**src/rtl/jump_pkg.sv**
```systemverilog
// Shared types for the branch/jump control unit: control-flow ops and error causes.
package jump_pkg;

    localparam int OP_W = 3;

    typedef enum logic [OP_W-1:0] {
        NONE    = 3'd0,
        BR_REL  = 3'd1,
        JMP_ABS = 3'd2,
        CALL    = 3'd3,
        RET     = 3'd4,
        BR_ABS  = 3'd5
    } op_t;

    typedef enum logic [1:0] {
        ERR_NONE      = 2'd0,
        ERR_ILLEGAL   = 2'd1,
        ERR_OVERFLOW  = 2'd2,
        ERR_UNDERFLOW = 2'd3
    } err_t;

endpackage

```
**src/rtl/jump_ctrl_ret_stack.sv**
```systemverilog
// Saturating return-address stack; the pointer never wraps past 0 or DEPTH.
module ret_stack #(
    parameter int WIDTH = 12,
    parameter int DEPTH = 4
) (
    input  logic             clk,
    input  logic             reset,
    input  logic             push,
    input  logic             pop,
    input  logic [WIDTH-1:0] push_data,
    output logic [WIDTH-1:0] top,
    output logic             empty,
    output logic             full
);

    localparam int PW = $clog2(DEPTH) + 1;

    logic [WIDTH-1:0] mem_q [DEPTH];
    logic [WIDTH-1:0] mem_d [DEPTH];
    logic [PW-1:0]    ptr_q;
    logic [PW-1:0]    ptr_d;

    assign empty = (ptr_q == '0);
    assign full  = (ptr_q == PW'(DEPTH));

    always_comb begin
        top = '0;
        for (int i = 0; i < DEPTH; i++) begin
            if (PW'(i + 1) == ptr_q) top = mem_q[i];
        end
    end

    always_comb begin
        mem_d = mem_q;
        ptr_d = ptr_q;
        if (push && !full) begin
            for (int i = 0; i < DEPTH; i++) begin
                if (PW'(i) == ptr_q) mem_d[i] = push_data;
            end
            ptr_d = ptr_q + PW'(1);
        end else if (pop && !empty) begin
            ptr_d = ptr_q - PW'(1);
        end
    end

    always_ff @(posedge clk) begin
        if (reset) begin
            mem_q <= '{default: '0};
            ptr_q <= '0;
        end else begin
            mem_q <= mem_d;
            ptr_q <= ptr_d;
        end
    end

endmodule

```
**src/rtl/jump_ctrl.sv**
```systemverilog
// Branch/jump control: target LUT, return stack and combinational PC jump requests.
// Define JUMP_CTRL_PERF_EN to add taken/not-taken saturating counters.
module jump_ctrl
    import jump_pkg::*;
#(
    parameter int WIDTH       = 12,
    parameter int LUT_DEPTH   = 32,
    parameter int STACK_DEPTH = 4
) (
    input  logic                         clk,
    input  logic                         reset,
    input  logic [OP_W-1:0]              op,
    input  logic                         cond_flag,
    input  logic [$clog2(LUT_DEPTH)-1:0] lut_idx,
    input  logic [WIDTH-1:0]             prog_ctr,
    input  logic                         lut_we,
    input  logic [$clog2(LUT_DEPTH)-1:0] lut_waddr,
    input  logic [WIDTH-1:0]             lut_wdata,
    output logic                         reljump_en,
    output logic                         absjump_en,
    output logic [WIDTH-1:0]             target,
    output logic                         stack_empty,
    output logic                         stack_full,
    output logic                         err,
    output logic [1:0]                   err_code
`ifdef JUMP_CTRL_PERF_EN
    ,
    output logic [15:0]                  taken_cnt,
    output logic [15:0]                  not_taken_cnt
`endif
);

    logic [WIDTH-1:0] lut_q [LUT_DEPTH];
    logic [WIDTH-1:0] lut_d [LUT_DEPTH];
    logic [WIDTH-1:0] lut_rd;
    logic [WIDTH-1:0] stk_top;
    logic             push;
    logic             pop;
    logic             err_now;
    err_t             cause;
    logic             err_q;
    logic             err_d;
    err_t             err_code_q;
    err_t             err_code_d;

    // Read sees the pre-write contents; writes land at the edge.
    assign lut_rd = lut_q[lut_idx];

    always_comb begin
        lut_d = lut_q;
        if (lut_we) lut_d[lut_waddr] = lut_wdata;
    end

    always_comb begin
        reljump_en = 1'b0;
        absjump_en = 1'b0;
        target     = '0;
        push       = 1'b0;
        pop        = 1'b0;
        err_now    = 1'b0;
        cause      = ERR_NONE;
        case (op)
            NONE: ;
            BR_REL: if (cond_flag) begin
                reljump_en = 1'b1;
                target     = lut_rd;
            end
            JMP_ABS: begin
                absjump_en = 1'b1;
                target     = lut_rd;
            end
            CALL: if (!stack_full) begin
                absjump_en = 1'b1;
                target     = lut_rd;
                push       = 1'b1;
            end else begin
                err_now = 1'b1;
                cause   = ERR_OVERFLOW;
            end
            RET: if (!stack_empty) begin
                absjump_en = 1'b1;
                target     = stk_top;
                pop        = 1'b1;
            end else begin
                err_now = 1'b1;
                cause   = ERR_UNDERFLOW;
            end
            BR_ABS: if (cond_flag) begin
                absjump_en = 1'b1;
                target     = lut_rd;
            end
            default: begin
                err_now = 1'b1;
                cause   = ERR_ILLEGAL;
            end
        endcase
    end

    // Only the first error is recorded; it sticks until reset.
    always_comb begin
        err_d      = err_q;
        err_code_d = err_code_q;
        if (err_now && !err_q) begin
            err_d      = 1'b1;
            err_code_d = cause;
        end
    end

    always_ff @(posedge clk) begin
        if (reset) begin
            lut_q      <= '{default: '0};
            err_q      <= 1'b0;
            err_code_q <= ERR_NONE;
        end else begin
            lut_q      <= lut_d;
            err_q      <= err_d;
            err_code_q <= err_code_d;
        end
    end

    assign err      = err_q;
    assign err_code = err_code_q;

    ret_stack #(
        .WIDTH (WIDTH),
        .DEPTH (STACK_DEPTH)
    ) u_stack (
        .clk       (clk),
        .reset     (reset),
        .push      (push),
        .pop       (pop),
        .push_data (prog_ctr + WIDTH'(1)),
        .top       (stk_top),
        .empty     (stack_empty),
        .full      (stack_full)
    );

`ifdef JUMP_CTRL_PERF_EN
    logic [15:0] taken_q;
    logic [15:0] taken_d;
    logic [15:0] nt_q;
    logic [15:0] nt_d;
    logic        is_br;

    assign is_br = (op == BR_REL) || (op == BR_ABS);

    always_comb begin
        taken_d = taken_q;
        nt_d    = nt_q;
        if ((reljump_en || absjump_en) && taken_q != 16'hFFFF)
            taken_d = taken_q + 16'd1;
        if (is_br && !cond_flag && nt_q != 16'hFFFF)
            nt_d = nt_q + 16'd1;
    end

    always_ff @(posedge clk) begin
        if (reset) begin
            taken_q <= '0;
            nt_q    <= '0;
        end else begin
            taken_q <= taken_d;
            nt_q    <= nt_d;
        end
    end

    assign taken_cnt     = taken_q;
    assign not_taken_cnt = nt_q;
`endif

endmodule
```
**config.mk**
```make
export PLATFORM = sky130hd
export DESIGN_NAME = jump_ctrl
export DESIGN_NICKNAME = d
export VERILOG_FILES = /design/src/rtl/jump_pkg.sv /design/src/rtl/jump_ctrl_ret_stack.sv /design/src/rtl/jump_ctrl.sv
export SDC_FILE = /design/constraint.sdc
export NUM_CORES = 1
export LEC_CHECK = 0
export ABC_AREA = 1
export CAP_MARGIN = 20
export CORE_ASPECT_RATIO = 1.2
export CORE_MARGIN = 10
export CORE_UTILIZATION = 60
export DETAILED_ROUTE_END_ITERATION = 12
export PLACE_DENSITY = 0.77
export SETUP_SLACK_MARGIN = 0.02
export SKIP_CTS_REPAIR_TIMING = 1
export SLEW_MARGIN = 40
export SYNTH_ARGS = -nofsm -noshare
export SYNTH_HDL_FRONTEND = slang
export SYNTH_HIERARCHICAL = 1
export SYNTH_SLANG_ARGS = --single-unit
```
**constraint.sdc**
```tcl
create_clock -name clk -period 3.4 [get_ports clk]
set_input_delay 0.68 -clock clk [delete_from_list [all_inputs] [get_ports clk]]
set_output_delay 0.68 -clock clk [all_outputs]
set_load 0.02 [all_outputs]
```
; Word level (Yosys, flattened, before mapping)
; Index checks and enable logic that the tools add are counted.
[word_totals]
elab_cells = 102
inputBits = 41
out_inout_bits = 19
ff_bits = 438
[classes]
reduce_logical = 16
n_mux = 29
n_bitwise = 2
eq_ne = 10
order_cmp = 3
n_addsub = 3
[op_table]
columns = op, n
row1 = 384-bit bitwise mux, 1
row2 = 12-bit two-way mux, 10
row3 = 12-bit binary-select mux with 5-bit select, 1
row4 = 12-bit demux with 5-bit select, 1
row5 = 12-bit one-hot mux with 4 select lines, 1
row6 = "12-bit by 1-bit adder with 12-bit output, second input constant", 1
row7 = "6-bit greater-or-equal comparator, second input constant", 2
row8 = 5-bit NOT with 6-bit output, 2
row9 = "3-bit == test, second input constant", 3
row10 = 1-bit two-way mux, 8
row11 = 2-bit AND reduction, 4
row12 = "2-bit by 3-bit == test with 1-bit output, first input constant", 2
row13 = "3-bit by 2-bit == test with 1-bit output, second input constant", 2
row14 = 3-bit zero test, 2
row15 = "6-bit by 1-bit less-than comparator with 1-bit output, second input constant", 1
row16 = 3-bit two-way mux, 2
row17 = 2-bit one-hot mux with 3 select lines, 1
row18 = 1-bit logical AND, 4
row19 = 2-bit two-way mux, 2
row20 = 1-bit one-hot mux with 4 select lines, 1
row21 = 4-bit OR reduction, 1
row22 = "3-bit by 1-bit adder with 3-bit output, second input constant", 1
row23 = "1-bit by 3-bit == test with 1-bit output, first input constant", 1
row24 = "3-bit by 1-bit == test with 1-bit output, second input constant", 1
row25 = other kinds (6), 8

; Logic depth before layout (Yosys ltp)
[depth]
depth_word = 7
ltp_mapped = 12
depth_no_buf = 10

; Hierarchy
; Netlist, hierarchy kept.
[by_module_without_submodules]
columns = module, area_each_um2, cells_each, instances, seq_area_each_um2
row1 = jump_ctrl, 17787.1, 2719, 1, 7747.4
row2 = ret_stack, 2438.6, 366, 1, 1021.0

; Least setup slack after synthesis
; Ideal clock, no wire load.
[synth_path]
kind = flip-flop to output port
start = register u_stack.ptr_q[0]
end = output port target[0]
n_path_buf = 2
path_stages_with_launch = 12
t_arrival_ns = 2.230
path_slack_ns = 0.490
required_time_ns = 2.720
path_cell_list = dfxtp_1 > inv_1 > ha_1 > nand2_1 > clkinv_1 > buf_2 > nor4_2 > nor2_1 > o21ai_1 > buf_4 > nand2_1 > a21oi_1
[synth_via]
word_cells_on_any_way = 13
classes_between = 5 x eq/ne / 7 x mux / 1 x reduce/logical
[synth_lines]
columns = item, line_no
row1 = from (decl), jump_ctrl_ret_stack.sv:20  ; logic [PW-1:0] ptr_q;
row2 = from (signal assigned), jump_ctrl_ret_stack.sv:52  ; ptr_q <= ptr_d;
row3 = 3-bit == test, jump_ctrl_ret_stack.sv:24  ; assign full = (ptr_q == PW'(DEPTH));
row4 = via stack_full, jump_ctrl.sv:23  ; output logic stack_full,
row5 = 12-bit two-way mux, jump_ctrl.sv:72  ; CALL: if (!stack_full) begin
row6 = 12-bit one-hot mux with 4 select lines, jump_ctrl.sv:62  ; case (op)
row7 = to (decl), jump_ctrl.sv:21  ; output logic [WIDTH-1:0] target,
; The timed path passes the listed nets, and every way through them passes these cells.

; Worst setup path after layout
[layout_path]
start = register u_stack.ptr_q[1]
end = output port target[0]
[layout_via]
elab_chain_len = 7
word_cells_on_any_way = 13
classes_between = 5 x eq/ne / 7 x mux / 1 x reduce/logical
[layout_rtl]
columns = item, line_no
row1 = 1-bit by 3-bit == test with 1-bit output, jump_ctrl_ret_stack.sv:29  ; if (PW'(i + 1) == ptr_q) top = mem_q[i];
row2 = 12-bit two-way mux (4 in a row), jump_ctrl_ret_stack.sv:29
row3 = 12-bit two-way mux, jump_ctrl.sv:80  ; RET: if (!stack_empty) begin
row4 = 12-bit one-hot mux with 4 select lines *, jump_ctrl.sv:62
; Every way passes the cells marked *; elsewhere a longest branch is shown, timed or not.

==> run summary <==
status -> completed
pwr/cell area -> 497 mW/mm^2
peak supply drop -> 396 uV
clock root cell -> clkbuf_16
Vias -> 20600
number of I/O port buffers -> 59
crit path DAT -> 2560 ps
internal power -> 0.00850 W
sw frac -> 0.252
Placeable Area -> 0.0332 mm^2
share of the synthesized area in the top cell type -> 0.434
per-cell routed wire length -> 17.9 um
Post-synth EDFFs -> 0
Tightest Pin Transition -> 728 ps
initial drt markers -> 2254
dominant cell type by area after synthesis -> dfxtp_1
Critical Path RT -> 2720 ps
Clock Pin Slew Worst Setup and Hold Paths -> 60 ps
Logic pwr share -> 0.094
Clock Latency Late Sink -> 560 ps
RSZ-0062 raised after global routing -> false
Cell variety after synth -> 23
cts bufs inserted -> 44
# IOs -> 60
CP Capture Type -> primary output
vias in the first global route -> 19300
n_diodes -> 0
critical-path cell list -> inv_1 > ha_1 > nand2_1 > inv_2 > nor4_4 > nor2_1 > o21ai_1 > buf_4 > nand2_1 > a21oi_2 > buf_4
fraction of registers with async set/reset -> 0
hold path start -> u_stack/mem_q[23]
CTS max path bufs -> 3
sequential fraction of the synthesis area -> 0.434
Net Switching -> 0.00286 W
setup tns final -> 0 ps
synth warn -> 6
Post-Layout Cell Count -> 3539
final setup vio count -> 0
vias per std cell -> 5.81
WS Path Type -> reg2out
count leader, synth -> nor2_1
largest cells by area after synthesis -> dfxtp_1 43%, nor2_1 16%, nand3_1 11%, nand2_1 10%, o21ai_0 9.6%
die height -> 221 um
R2R depth -> 10
Critical-path top delay cell -> dfxtp_1
Hold Vio Cnt, Final -> 0
RR Endpoint -> u_stack/mem_q[10]
largest net degree at the start of global routing -> 120
Starting Density -> 0.608
Max Fanout on Critical Path -> 12
synthesis-stage register bit count -> 438
clock network fraction of total power -> 0.445
die area -> 0.0415 mm^2
cell row count -> 73
detailed placement HPWL -> 40.0 mm
Mapped Cells -> 3085
R2R setup slack -> 960 ps
CTS tree -> built
Slew Viols, Final -> 0
setup slack after placement -> -294 ps
Period Utilization, post-route -> 0.952
WHS Path Cells -> 2
layout cells sized above 1 -> 0.0709
minimum hold slack -> 461 ps
synthesis-to-finish area growth -> 13.1%
antenna violations before repair -> 0
Lkg Pwr -> 9.94 nW
top_reg_cell synth -> dfxtp_1
post-layout min period -> 3240 ps
Total GRT Usage -> 0.293
fillers -> 2892
# DRC -> 0
hold endpoint -> u_stack/mem_q[23]
setup ws final -> 162 ps
# nets final -> 3106
Inst Count DP -> 3460
Post-Syn Nets -> 3135
chip width -> 188 um
total gr overflow -> 0
fmax -> 309 MHz
Worst Hold Class -> reg2reg
Syn Area/Cell -> 6.56 um^2
cell area after synthesis -> 0.0202 mm^2
Maximum Capacitance Violations -> 0
worst reg2reg startpoint -> u_stack/ptr_q[1]
Total Wirelength -> 63.4 mm
post-route ant nets -> 0
CP peak stage delay -> 360 ps
max_slew headroom -> 0.513
Tot Pwr -> 0.0114 W
RD Place Congestion -> 0.878
TritonRoute pass-1 iters -> 6
Post-synth top cells -> 839 x nor2_1, 550 x nand2_1, 438 x dfxtp_1
H-Tree Level Count -> 2
Startpoint Class -> register
Num Clock Sinks -> 438
first-pass GRT wire length -> 102 mm
Final Skew -> 11.2 ps
Flop pwr share -> 0.461
[metal layers]
layer	vias to the layer above	global-route usage	share of wire
met3	173	0.0398	0.087
met5	-	0	0
met1	9529	0.378	0.40
li1	9861	-	-
met2	1011	0.475	0.46
met4	0	0.142	0.049
[worst max-delay path, delay by kind of cell (launching register included)]
family / cells / cell delay, ps
simple gates: 4 / 610
fa+ha+maj: 1 / 210
buf+inv: 4 / 560
compound gates: 2 / 290
flops: 1 / 360
[worst max path at each step]
stage                                 from  depth (start not counted)  slack [ps]          to
after floorplan           u_stack/ptr_q[0]                         11         490   target[0]
after global placement               op[2]                          6        -240   target[1]
after detailed placement             op[2]                          6        -290   target[1]
after CTS                 u_stack/ptr_q[1]                         11        -440   target[1]
after global routing      u_stack/ptr_q[1]                         11          20  target[10]
final                     u_stack/ptr_q[1]                         11         160   target[0]
[sequential cells by signal, indices dropped and copies added, names as in the netlist]
register,flops
u_stack/ptr_q,3
err_code,2
lut_q,384
u_stack/mem_q,48
err,1
[cells in the final DEF (no fill, tap or decap), drive strengths merged]
master	instances
bufinv	2
dlymetal6s2s	8
o21ai	388
nor3	15
inv	86
clkinvlp	1
clkbuf	71
a211o	1
nand2	550
nand4	2
nor4	1
ha	9
nor2	839
nand3b	1
clkdlybuf4s50	37
clkinv	5
a31oi	1
o21bai	1
nand3	430
xor2	10
dfxtp	438
buf	129
a21oi	64
[per-stage QoR]
stage | instance area [um^2] | utilization
after floorplan | 20200 | -
after global placement | 21300 | 0.642
after detailed placement | 21300 | 0.642
after CTS | 22800 | 0.687
after global routing | 22900 | 0.688
final | 22900 | 0.688
[cell families (layout without fill, tap and decap cells)]
logic type / count (synthesis) / after routing / synth area share
xor+xnor: 10 / 10 / 0.00433
compound gates: 455 / 455 / 0.113
simple gates: 1838 / 1838 / 0.370
flops: 438 / 438 / 0.434
buf+inv: 335 / 339 / 0.0741
fa+ha+maj: 9 / 9 / 0.00557
[area by class of cell]
cell class                 count  area (um^2)  area share
multi-input combinational   2312         9980       0.436
inverter                      84          328      0.0143
clock inverter                10          110     0.00481
timing repair buffer         176         1720      0.0753
sequential                   438         8770       0.383
tap                          450          563      0.0246
clock buffer                  69         1400      0.0611
[power groups by stage]
| stage | Combinational [W] | Clock, W | Sequential [W] |
|---|---|---|---|
| after global placement | 0.00102 | 0 | 0.00535 |
| after detailed placement | 0.00104 | 0 | 0.00535 |
| final | 0.00107 | 0.00505 | 0.00524 |
| after CTS | 0.00104 | 0.00508 | 0.00524 |
| after floorplan | 0.000610 | 0 | 0.00535 |
| after global routing | 0.00114 | 0.00529 | 0.00524 |
Power figures use the tool's default switching activity.
